[src/rtl/tone_pkg.sv]
// tone_pkg: shared widths, state encoding and default amplitude for the tone generator.
package tone_pkg;
    localparam int PERIOD_W = 32;
    localparam int AUDIO_W = 16;
    localparam int MIN_PERIOD = 2;
    localparam logic signed [AUDIO_W-1:0] DEF_AMPLITUDE = 16'sd8192;
    typedef enum logic [1:0] {IDLE, PLAY, PENDING} state_t;
endpackage

[src/rtl/tone_phase_counter.sv]
// tone_phase_counter: period counter with clamping, wrap detection and registered square-wave level.
module tone_phase_counter #(
    parameter int W = tone_pkg::PERIOD_W
) (
    input  logic         clk,
    input  logic         reset,
    input  logic         i_load,
    input  logic         i_stop,
    input  logic         i_run,
    input  logic [W-1:0] i_period,
    output logic         o_wrap,
    output logic         o_tone
);
    import tone_pkg::*;
    logic [W-1:0] r_period, r_cnt, w_clamped, w_cnt_next;
    logic         r_tone;
    assign w_clamped  = (i_period < W'(MIN_PERIOD)) ? W'(MIN_PERIOD) : i_period;
    assign o_wrap     = r_cnt == r_period - W'(1);
    assign w_cnt_next = o_wrap ? '0 : r_cnt + W'(1);
    assign o_tone     = r_tone;
    // Level is computed from the next count so it lines up with the registered counter.
    always_ff @(posedge clk or posedge reset) begin
        if (reset) begin
            r_period <= '0;
            r_cnt    <= '0;
            r_tone   <= 1'b0;
        end else if (i_load) begin
            r_period <= w_clamped;
            r_cnt    <= '0;
            r_tone   <= 1'b1;
        end else if (i_stop) begin
            r_cnt    <= '0;
            r_tone   <= 1'b0;
        end else if (i_run) begin
            r_cnt    <= w_cnt_next;
            r_tone   <= w_cnt_next < (r_period >> 1);
        end
    end
endmodule

[src/rtl/tone_generator.sv]
// tone_generator: period-driven square-wave tone with boundary-aligned note changes and PCM samples.
module tone_generator #(
    parameter int PERIOD_W = tone_pkg::PERIOD_W,
    parameter int AUDIO_W = tone_pkg::AUDIO_W,
    parameter logic signed [AUDIO_W-1:0] AMPLITUDE = tone_pkg::DEF_AMPLITUDE
) (
    input  logic                       clk,
    input  logic                       reset,
    input  logic [PERIOD_W-1:0]        div_count,
    input  logic                       div_valid,
    output logic                       div_ready,
    input  logic                       sample_tick,
    output logic                       tone_out,
    output logic signed [AUDIO_W-1:0]  audio_out,
    output logic                       audio_valid,
    output logic                       active
);
    import tone_pkg::*;
    state_t                     r_state;
    logic [PERIOD_W-1:0]        r_pend, w_load_period;
    logic                       r_ready, r_active, r_audio_valid;
    logic signed [AUDIO_W-1:0]  r_audio;
    logic                       w_xfer, w_wrap, w_tone, w_load, w_stop, w_apply;
    assign w_xfer        = div_valid && r_ready;
    assign w_apply       = r_state == PENDING && w_wrap;
    assign w_load        = (r_state == IDLE && w_xfer && div_count != '0) || (w_apply && r_pend != '0);
    assign w_stop        = w_apply && r_pend == '0;
    assign w_load_period = r_state == IDLE ? div_count : r_pend;
    tone_phase_counter #(.W(PERIOD_W)) u_phase (
        .clk      (clk),
        .reset    (reset),
        .i_load   (w_load),
        .i_stop   (w_stop),
        .i_run    (r_state != IDLE),
        .i_period (w_load_period),
        .o_wrap   (w_wrap),
        .o_tone   (w_tone)
    );
    always_ff @(posedge clk or posedge reset) begin
        if (reset) begin
            r_state  <= IDLE;
            r_pend   <= '0;
            r_ready  <= 1'b1;
            r_active <= 1'b0;
        end else begin
            case (r_state)
                IDLE: if (w_xfer && div_count != '0) begin
                    r_state  <= PLAY;
                    r_active <= 1'b1;
                end
                PLAY: if (w_xfer) begin
                    r_pend  <= div_count;
                    r_state <= PENDING;
                    r_ready <= 1'b0;
                end
                PENDING: if (w_wrap) begin
                    r_ready  <= 1'b1;
                    r_state  <= r_pend != '0 ? PLAY : IDLE;
                    r_active <= r_pend != '0;
                end
                default: r_state <= IDLE;
            endcase
        end
    end
    // Samples use the level present on the tick cycle, before any same-cycle update.
    always_ff @(posedge clk or posedge reset) begin
        if (reset) begin
            r_audio       <= '0;
            r_audio_valid <= 1'b0;
        end else begin
            r_audio_valid <= sample_tick;
            if (sample_tick)
                r_audio <= !r_active ? '0 : (w_tone ? AMPLITUDE : -AMPLITUDE);
        end
    end
    assign div_ready   = r_ready;
    assign active      = r_active;
    assign tone_out    = w_tone;
    assign audio_out   = r_audio;
    assign audio_valid = r_audio_valid;
endmodule
[config.mk]
export PLATFORM = sky130hd
export DESIGN_NAME = tone_generator
export DESIGN_NICKNAME = d
export VERILOG_FILES = /design/src/rtl/tone_pkg.sv /design/src/rtl/tone_phase_counter.sv /design/src/rtl/tone_generator.sv
export SDC_FILE = /design/constraint.sdc
export NUM_CORES = 1
export LEC_CHECK = 0
export CAP_MARGIN = 40
export CELL_PAD_IN_SITES_DETAIL_PLACEMENT = 2
export CELL_PAD_IN_SITES_GLOBAL_PLACEMENT = 2
export CORE_AREA = 3 3 136 164
export DETAILED_ROUTE_END_ITERATION = 6
export DIE_AREA = 0 0 139 167
export PLACE_DENSITY = 0.82
export SYNTH_ARGS = -nofsm -noshare
export SYNTH_HDL_FRONTEND = slang
export SYNTH_SLANG_ARGS = --single-unit
[constraint.sdc]
create_clock -name clk -period 9.9 [get_ports clk]
set_input_delay 0.99 -clock clk [delete_from_list [all_inputs] [get_ports clk]]
set_output_delay 0.99 -clock clk [all_outputs]
set_load 0.01 [all_outputs]
==> results of run 1 <==
sequential cells by signal (all words and copies together) (netlist names), 2 cells and up:
signal            count
audio_out             2
r_pend               32
r_state               2
u_phase.r_cnt        32
u_phase.r_period     32
layout make-up:
| cell class | count | share of cell area [%] |
|---|---|---|
| Multi-Input combinational cell | 671 | 52.0 |
| Sequential cell | 104 | 32.2 |
| Timing Repair Buffer | 52 | 6.13 |
| Tap cell | 270 | 4.18 |
| Clock buffer | 9 | 2.78 |
| Inverter | 42 | 1.98 |
| Clock inverter | 6 | 0.712 |
power groups by stage:
stage | clock (µW) | sequential, µW | combinational [µW]
2_1_floorplan | 0 | 713 | 704
3_3_place_gp | 0 | 813 | 905
3_5_place_dp | 0 | 831 | 946
4_1_cts | 376 | 825 | 958
5_1_grt | 393 | 852 | 1060
6_report | 369 | 830 | 948
logic make-up (layout without fill, tap and decap cells):
group | Yosys count | in the layout | share of synthesized area [%]
AOI/OAI and AO/OA | 169 | 169 | 14.8
xor gates and xnor gates | 65 | 65 | 7.85
adders and majority gates | 32 | 32 | 5.52
buffers and inverters | 109 | 109 | 6.90
DFF | 104 | 104 | 35.9
muxes | 34 | 34 | 5.26
other | 1 | 13 | 0.0517
and+or+nand+nor | 358 | 358 | 23.7
through the flow:
stage	power, µW	utilization, %
3_3_place_gp	1720	37.4
4_1_cts	2160	38.7
3_5_place_dp	1780	37.4
5_1_grt	2300	38.7
2_1_floorplan	1420	-
6_report	2150	38.7
metal layers:
metal / vias up / wire, µm / global-route usage [%]
met1: 3385 / 10700 / 27.3
met4: 0 / 697 / 7.23
met3: 36 / 913 / 2.56
met5: - / 0 / 0
met2: 136 / 13300 / 39.8
li1: 3069 / - / -
worst max-delay path, stage by stage, from the launching register on:
cell and delay, ns:
dfrtp_1 0.48, nor4_2 0.58, nand2_1 0.43, or4_1 0.53, xnor2_1 0.14, nor4_1 0.40, nand4_1 0.21, nor4_2 0.34
buf_4 0.28, nor2_1 0.09, ha_1 0.29, a21o_1 0.17, a21o_1 0.17, a21oi_1 0.15, nor2_1 0.05, a2111oi_0 0.73
o21ai_0 0.20, a21oi_1 0.17, o21a_1 0.14, a211o_1 0.09
cells in the final DEF (no fill, tap or decap), types with 6 or more instances in the layout:
cell and count:
xor2_1 28, or4_1 7, clkdlybuf4s50_1 42, mux2_2 33, o31ai_1 10, a21o_1 8, nor3_1 18, nand4_1 23
xnor2_1 37, a31oi_1 40, clkbuf_16 9, nor2_1 93, or3_1 13, o2111ai_1 6, o21ai_0 21, nor4_1 22
nand3_1 27, dfrtp_1 103, nand2b_1 10, inv_1 41, nand2_1 113, and3_1 10, conb_1 13, buf_4 10
a21oi_1 53, ha_1 32
worst max-delay path by stage:
stage	startpoint	depth (start not counted)	to	slack, ns
global route	u_phase.r_period[5]	19	u_phase.o_tone	3.71
floorplan	u_phase.r_period[0]	21	u_phase.o_tone	4.98
finish	u_phase.r_period[5]	19	u_phase.o_tone	4.18
global placement	u_phase.r_period[5]	19	u_phase.o_tone	4.54
detailed placement	u_phase.r_period[5]	19	u_phase.o_tone	4.31
CTS	u_phase.r_period[0]	21	u_phase.o_tone	4.24
==> reports/qor.csv, run 1 <==
metric;value;unit
yosys.area.top_type;dfrtp_1;
worst-path-max-fanout;13;
synth_area_per_cell;8.32;µm²
fin_crit;5.72;ns
io_buffers;42;
clock_latency;0.36;ns
nNetsFinal;948;
pwr_density_cell;265;nW/µm²
grt_overflow;0;
tightest_slew;0.811;ns
diodes;0;
multi_input_area;4210;µm²
regArea;2600;µm²
ys_ff_latch;104;
synth.most_common_cell;nand2_1;
htree_levels;3;
core;20900;µm²
finalCritPeriodShare;57.8;%
ctsHoldBuffers;0;
slew_violations;0;
fmax;0.175;GHz
post_cts_resized;0;
whs_endpoint;div_ready;
hold_viol;0;
r2r.worst_path.cells;19;
fillers;2413;
clkTransAtPathRegs;0.08;ns
cts_max_path_buffers;2;
postRouteAntennaNets;0;
holdPathStages;2;
rrSetupSlack;4.18;ns
tritoncts;built;
sw_frac_of_total;47.5;%
hold_path.class;flip-flop to flip-flop;
peakVddDrop;254;µV
grt_pass1_wl;40900;µm
finalWeightedCongestion;0.868;
crit_required;10.20;ns
start_util;34.7;%
async_flop_share;100;%
crit_type;flip-flop to flip-flop;
die_y;167;µm
skew;0.0107;ns
dpl.hpwl;18900;µm
track_usage;22.0;%
dp_worst_setup_slack;4.31;ns
area_growth;11.5;%
drt-initial-drc-count;312;
row_count;58;
worstSetupStartpointType;flip-flop;
ys_seq_area_share;35.9;%
seq_power_share;38.6;%
dp.cells;1139;
dieArea;23200;µm²
yosys_warnings;0;
synthDistinctLibCells;61;
clock_sinks;104;
grt_pass1_vias;7355;
worstHoldStart;div_ready;
end_kind;flip-flop;
synthTopCellsByCount;nand2_1, dfrtp_1, nor2_1;
synth_top_area_share;35.5;%
share_comb_of_total_power;44.2;%
num_vias;6626;
drc_errors;0;
vias_per_cell;5.74;
first_pass_iters;4;
fin_area;8090;µm²
p_switching;1020;µW
drive_gt1_share;8.26;%
finalSetupViolations;0;
chipWidth;139;µm
ys_top_cells_by_area;dfrtp_1, nand2_1, ha_1;
whs;0.502;ns
cts_buffers;9;
slew-limit-headroom;44.5;%
reg2reg_to;u_phase.o_tone;
tns;0;ns
syn_area;7250;µm²
ioPinCount;56;
pwr-share-clk;17.2;%
wl;25600;µm
cts_setup_buffers;0;
r2r_start;u_phase.r_period[5];
rsz0062_at_grt;false;
root_buffer;clkbuf_16;
internal_power;1130;µW
wl_per_cell;22.2;µm
grt_max_degree;60;
synth_edf_count;0;
cp.arrival;6.02;ns
maxCapViolations;0;
antenna_found_initial;0;
p_leak;0.00342;µW
netlist_instances;872;
place_area;7810;µm²
final_cells;1154;
setup_ws;4.18;ns
ys.flop_type;dfrtp_1;
status;complete, no violations;
Power figures use the tool's default switching activity.
==> inputs of run 2 (changes only) <==
--- a/config.mk
+++ b/config.mk
@@ -8,10 +8,10 @@
 export CAP_MARGIN = 40
 export CELL_PAD_IN_SITES_DETAIL_PLACEMENT = 2
 export CELL_PAD_IN_SITES_GLOBAL_PLACEMENT = 2
-export CORE_AREA = 3 3 136 164
+export CORE_AREA = 3 3 140 169
 export DETAILED_ROUTE_END_ITERATION = 6
-export DIE_AREA = 0 0 139 167
-export PLACE_DENSITY = 0.82
+export DIE_AREA = 0 0 143 172
+export PLACE_DENSITY = 0.81
 export SYNTH_ARGS = -nofsm -noshare
 export SYNTH_HDL_FRONTEND = slang
 export SYNTH_SLANG_ARGS = --single-unit
==> constraint.sdc (replaced) <==
create_clock -name clk -period 4.87 [get_ports clk]
set_input_delay 0.487 -clock clk [delete_from_list [all_inputs] [get_ports clk]]
set_output_delay 0.487 -clock clk [all_outputs]
set_load 0.01 [all_outputs]
==> run 2 against run 1 <==
  * The run now ends with negative setup slack left
  * Core utilization up 0.51 points
  * Clock-buffer cell count up 1
  * Clock skew about the same
  * Fmax up 13%
  * Worst hold slack better by 0.0017 ns
  * Non-clock buffer count up 57
  * Via count up 9.7%
  * Combinational power rose to 2.6 times the previous value
  * Wire length up 22%
  * Critical endpoint unchanged
  * Largest cell class unchanged
  * Highest routed layer unchanged
==> reports/qor.csv, run 2 (synthesis gave the netlist of run 1 again) <==
metric;value;unit;change
clock_latency;0.39;ns;+0.03 ns
track_usage;23.7;%;+1.6 points
final_cells;1221;;+5.8%
wl_per_cell;25.5;µm;+15%
finalWeightedCongestion;0.897;;+3.4%
hold_viol;0;;unchanged
end_kind;flip-flop;;
fillers;2440;;+1.1%
fin_crit;5.08;ns;-0.637 ns
dieArea;24600;µm²;+6.0%
crit_required;5.14;ns;-5.06 ns
start_util;32.5;%;-2.2 points
area_growth;20.5;%;
grt_pass1_vias;7923;;+7.7%
whs;0.504;ns;+0.00166 ns
maxCapViolations;0;;unchanged
layout_common_cells;nand2_1, dfrtp_1, nor2_1, buf_4, a21oi_1;;
violations;negative setup slack;;
drt-initial-drc-count;531;;+70%
grt_overflow;0;;unchanged
finalCritPeriodShare;104;%;+47 points
core;22300;µm²;+6.7%
io_buffers;42;;unchanged
peakVddDrop;385;µV;+52%
whs_endpoint;div_ready;;
ioPinCount;56;;unchanged
status;finished with violations;;
finalSetupViolations;1;;+1
root_buffer;clkbuf_16;;
r2r.worst_path.cells;23;;+4
worstSetupStartpointType;flip-flop;;
worst-path-max-fanout;13;;unchanged
row_count;60;;+3.4%
slew-limit-headroom;44.7;%;+0.19 points
pwr_density_cell;554;nW/µm²;+110%
holdPathStages;2;;unchanged
grt_max_degree;93;;+55%
ctsHoldBuffers;0;;unchanged
reg_top3;r_pend x32, u_phase.r_cnt x32, u_phase.r_period x32;;
r2r_start;u_phase.r_period[1];;
vias_per_cell;5.95;;+3.6%
p_leak;0.00377;µW;+10%
cts_buffers;9;;unchanged
regArea;2610;µm²;+0.14%
drc_errors;0;;unchanged
cp.arrival;5.35;ns;-0.67 ns
dp.cells;1192;;+4.7%
antenna_found_initial;0;;unchanged
fmax;0.197;GHz;+13%
first_pass_iters;5;;+1
htree_levels;3;;unchanged
setup_ws;-0.212;ns;-4.39 ns
rrSetupSlack;-0.21;ns;-4.39 ns
num_vias;7266;;+9.7%
postRouteAntennaNets;0;;unchanged
nNetsFinal;1005;;+6.0%
diodes;0;;unchanged
skew;0.0112;ns;+0.000499 ns
chipWidth;143;µm;+2.9%
crit_type;flip-flop to flip-flop;;
wl;31200;µm;+22%
dpl.hpwl;20600;µm;+9.1%
clock_sinks;104;;unchanged
drive_gt1_share;15.6;%;+7.3 points
tightest_slew;0.827;ns;+0.0161 ns
reg2reg_to;u_phase.o_tone;;
final_common_cell;nand2_1;;
multi_input_area;4340;µm²;+3.1%
hold_path.class;flip-flop to flip-flop;;
clkTransAtPathRegs;0.09;ns;about the same
grt_pass1_wl;44600;µm;+9.0%
tritoncts;built;;
worstHoldStart;div_ready;;
die_y;172;µm;+3.0%
cts_max_path_buffers;2;;unchanged
slew_violations;0;;unchanged
[run 2: per-stage QoR]
step / setup TNS, ns / area [µm²] / util, % / setup WS (ns) / power (µW)
after floorplan: 0 / 7310 / - / 0.0165 / 2890
after global placement: 0 / 8160 / 36.6 / 0.106 / 3670
after detailed placement: -0.152 / 8200 / 36.8 / -0.152 / 3820
after CTS: 0 / 8550 / 38.3 / 0.0386 / 4640
after global routing: -0.292 / 8740 / 39.2 / -0.292 / 5100
final: -0.212 / 8740 / 39.2 / -0.212 / 4840
[run 2: repair_timing]
item                                    CTS  global route
endpoints found under the setup margin    1             1
cloned                                    1             1
pin swaps                                 1            13
setup buffers                             0            11
resized for setup                         8            23
[run 2: metal layers]
metal  GRT usage, %  part of all wire, %
met1           26.5                   39
met2           42.8                   53
met3           3.54                  3.5
met4           13.1                  4.8
met5              0                    0
[run 2: cell type report]
| type | instances | area share, % |
|---|---|---|
| timing repair buffer | 109 | 11.3 |
| tap | 279 | 3.99 |
| clock buffer | 10 | 2.62 |
| sequential | 104 | 29.8 |
| multi-input combinational | 671 | 49.6 |
| inverter | 42 | 1.83 |
| clock inverter | 6 | 0.773 |
[run 2: power by group]
group	total, µW	internal [µW]	switching (µW)
clock network	765	361	403
registers	1650	1180	463
logic	2430	928	1500
total	4840	2470	2370
[run 2: how the worst max path moves through the flow]
| stage | cells after the start | end | startpoint |
|---|---|---|---|
| 2_1_floorplan | 21 | u_phase.o_tone | u_phase.r_period[0] |
| 3_3_place_gp | 19 | u_phase.o_tone | u_phase.r_period[1] |
| 3_5_place_dp | 18 | u_phase.o_tone | u_phase.r_period[4] |
| 4_1_cts | 23 | u_phase.o_tone | u_phase.r_period[1] |
| 5_1_grt | 21 | u_phase.o_tone | u_phase.r_period[1] |
| 6_report | 23 | u_phase.o_tone | u_phase.r_period[1] |
[run 2: critical path, stage by stage (launching register included)]
cell	delay [ns]
dfrtp_2	0.47
inv_2	0.13
ha_4	0.17
nor3b_4	0.33
buf_6	0.19
nand2_1	0.12
buf_4	0.17
nor3_1	0.25
nand3_1	0.11
o31ai_1	0.14
nand4_1	0.26
nor4_4	0.40
buf_4	0.18
buf_6	0.17
nor2_1	0.09
ha_1	0.34
nand2_1	0.09
o21ai_0	0.28
a41o_1	0.23
nand4_1	0.18
nor3_2	0.15
nor3_1	0.06
o21a_1	0.21
a211o_1	0.25
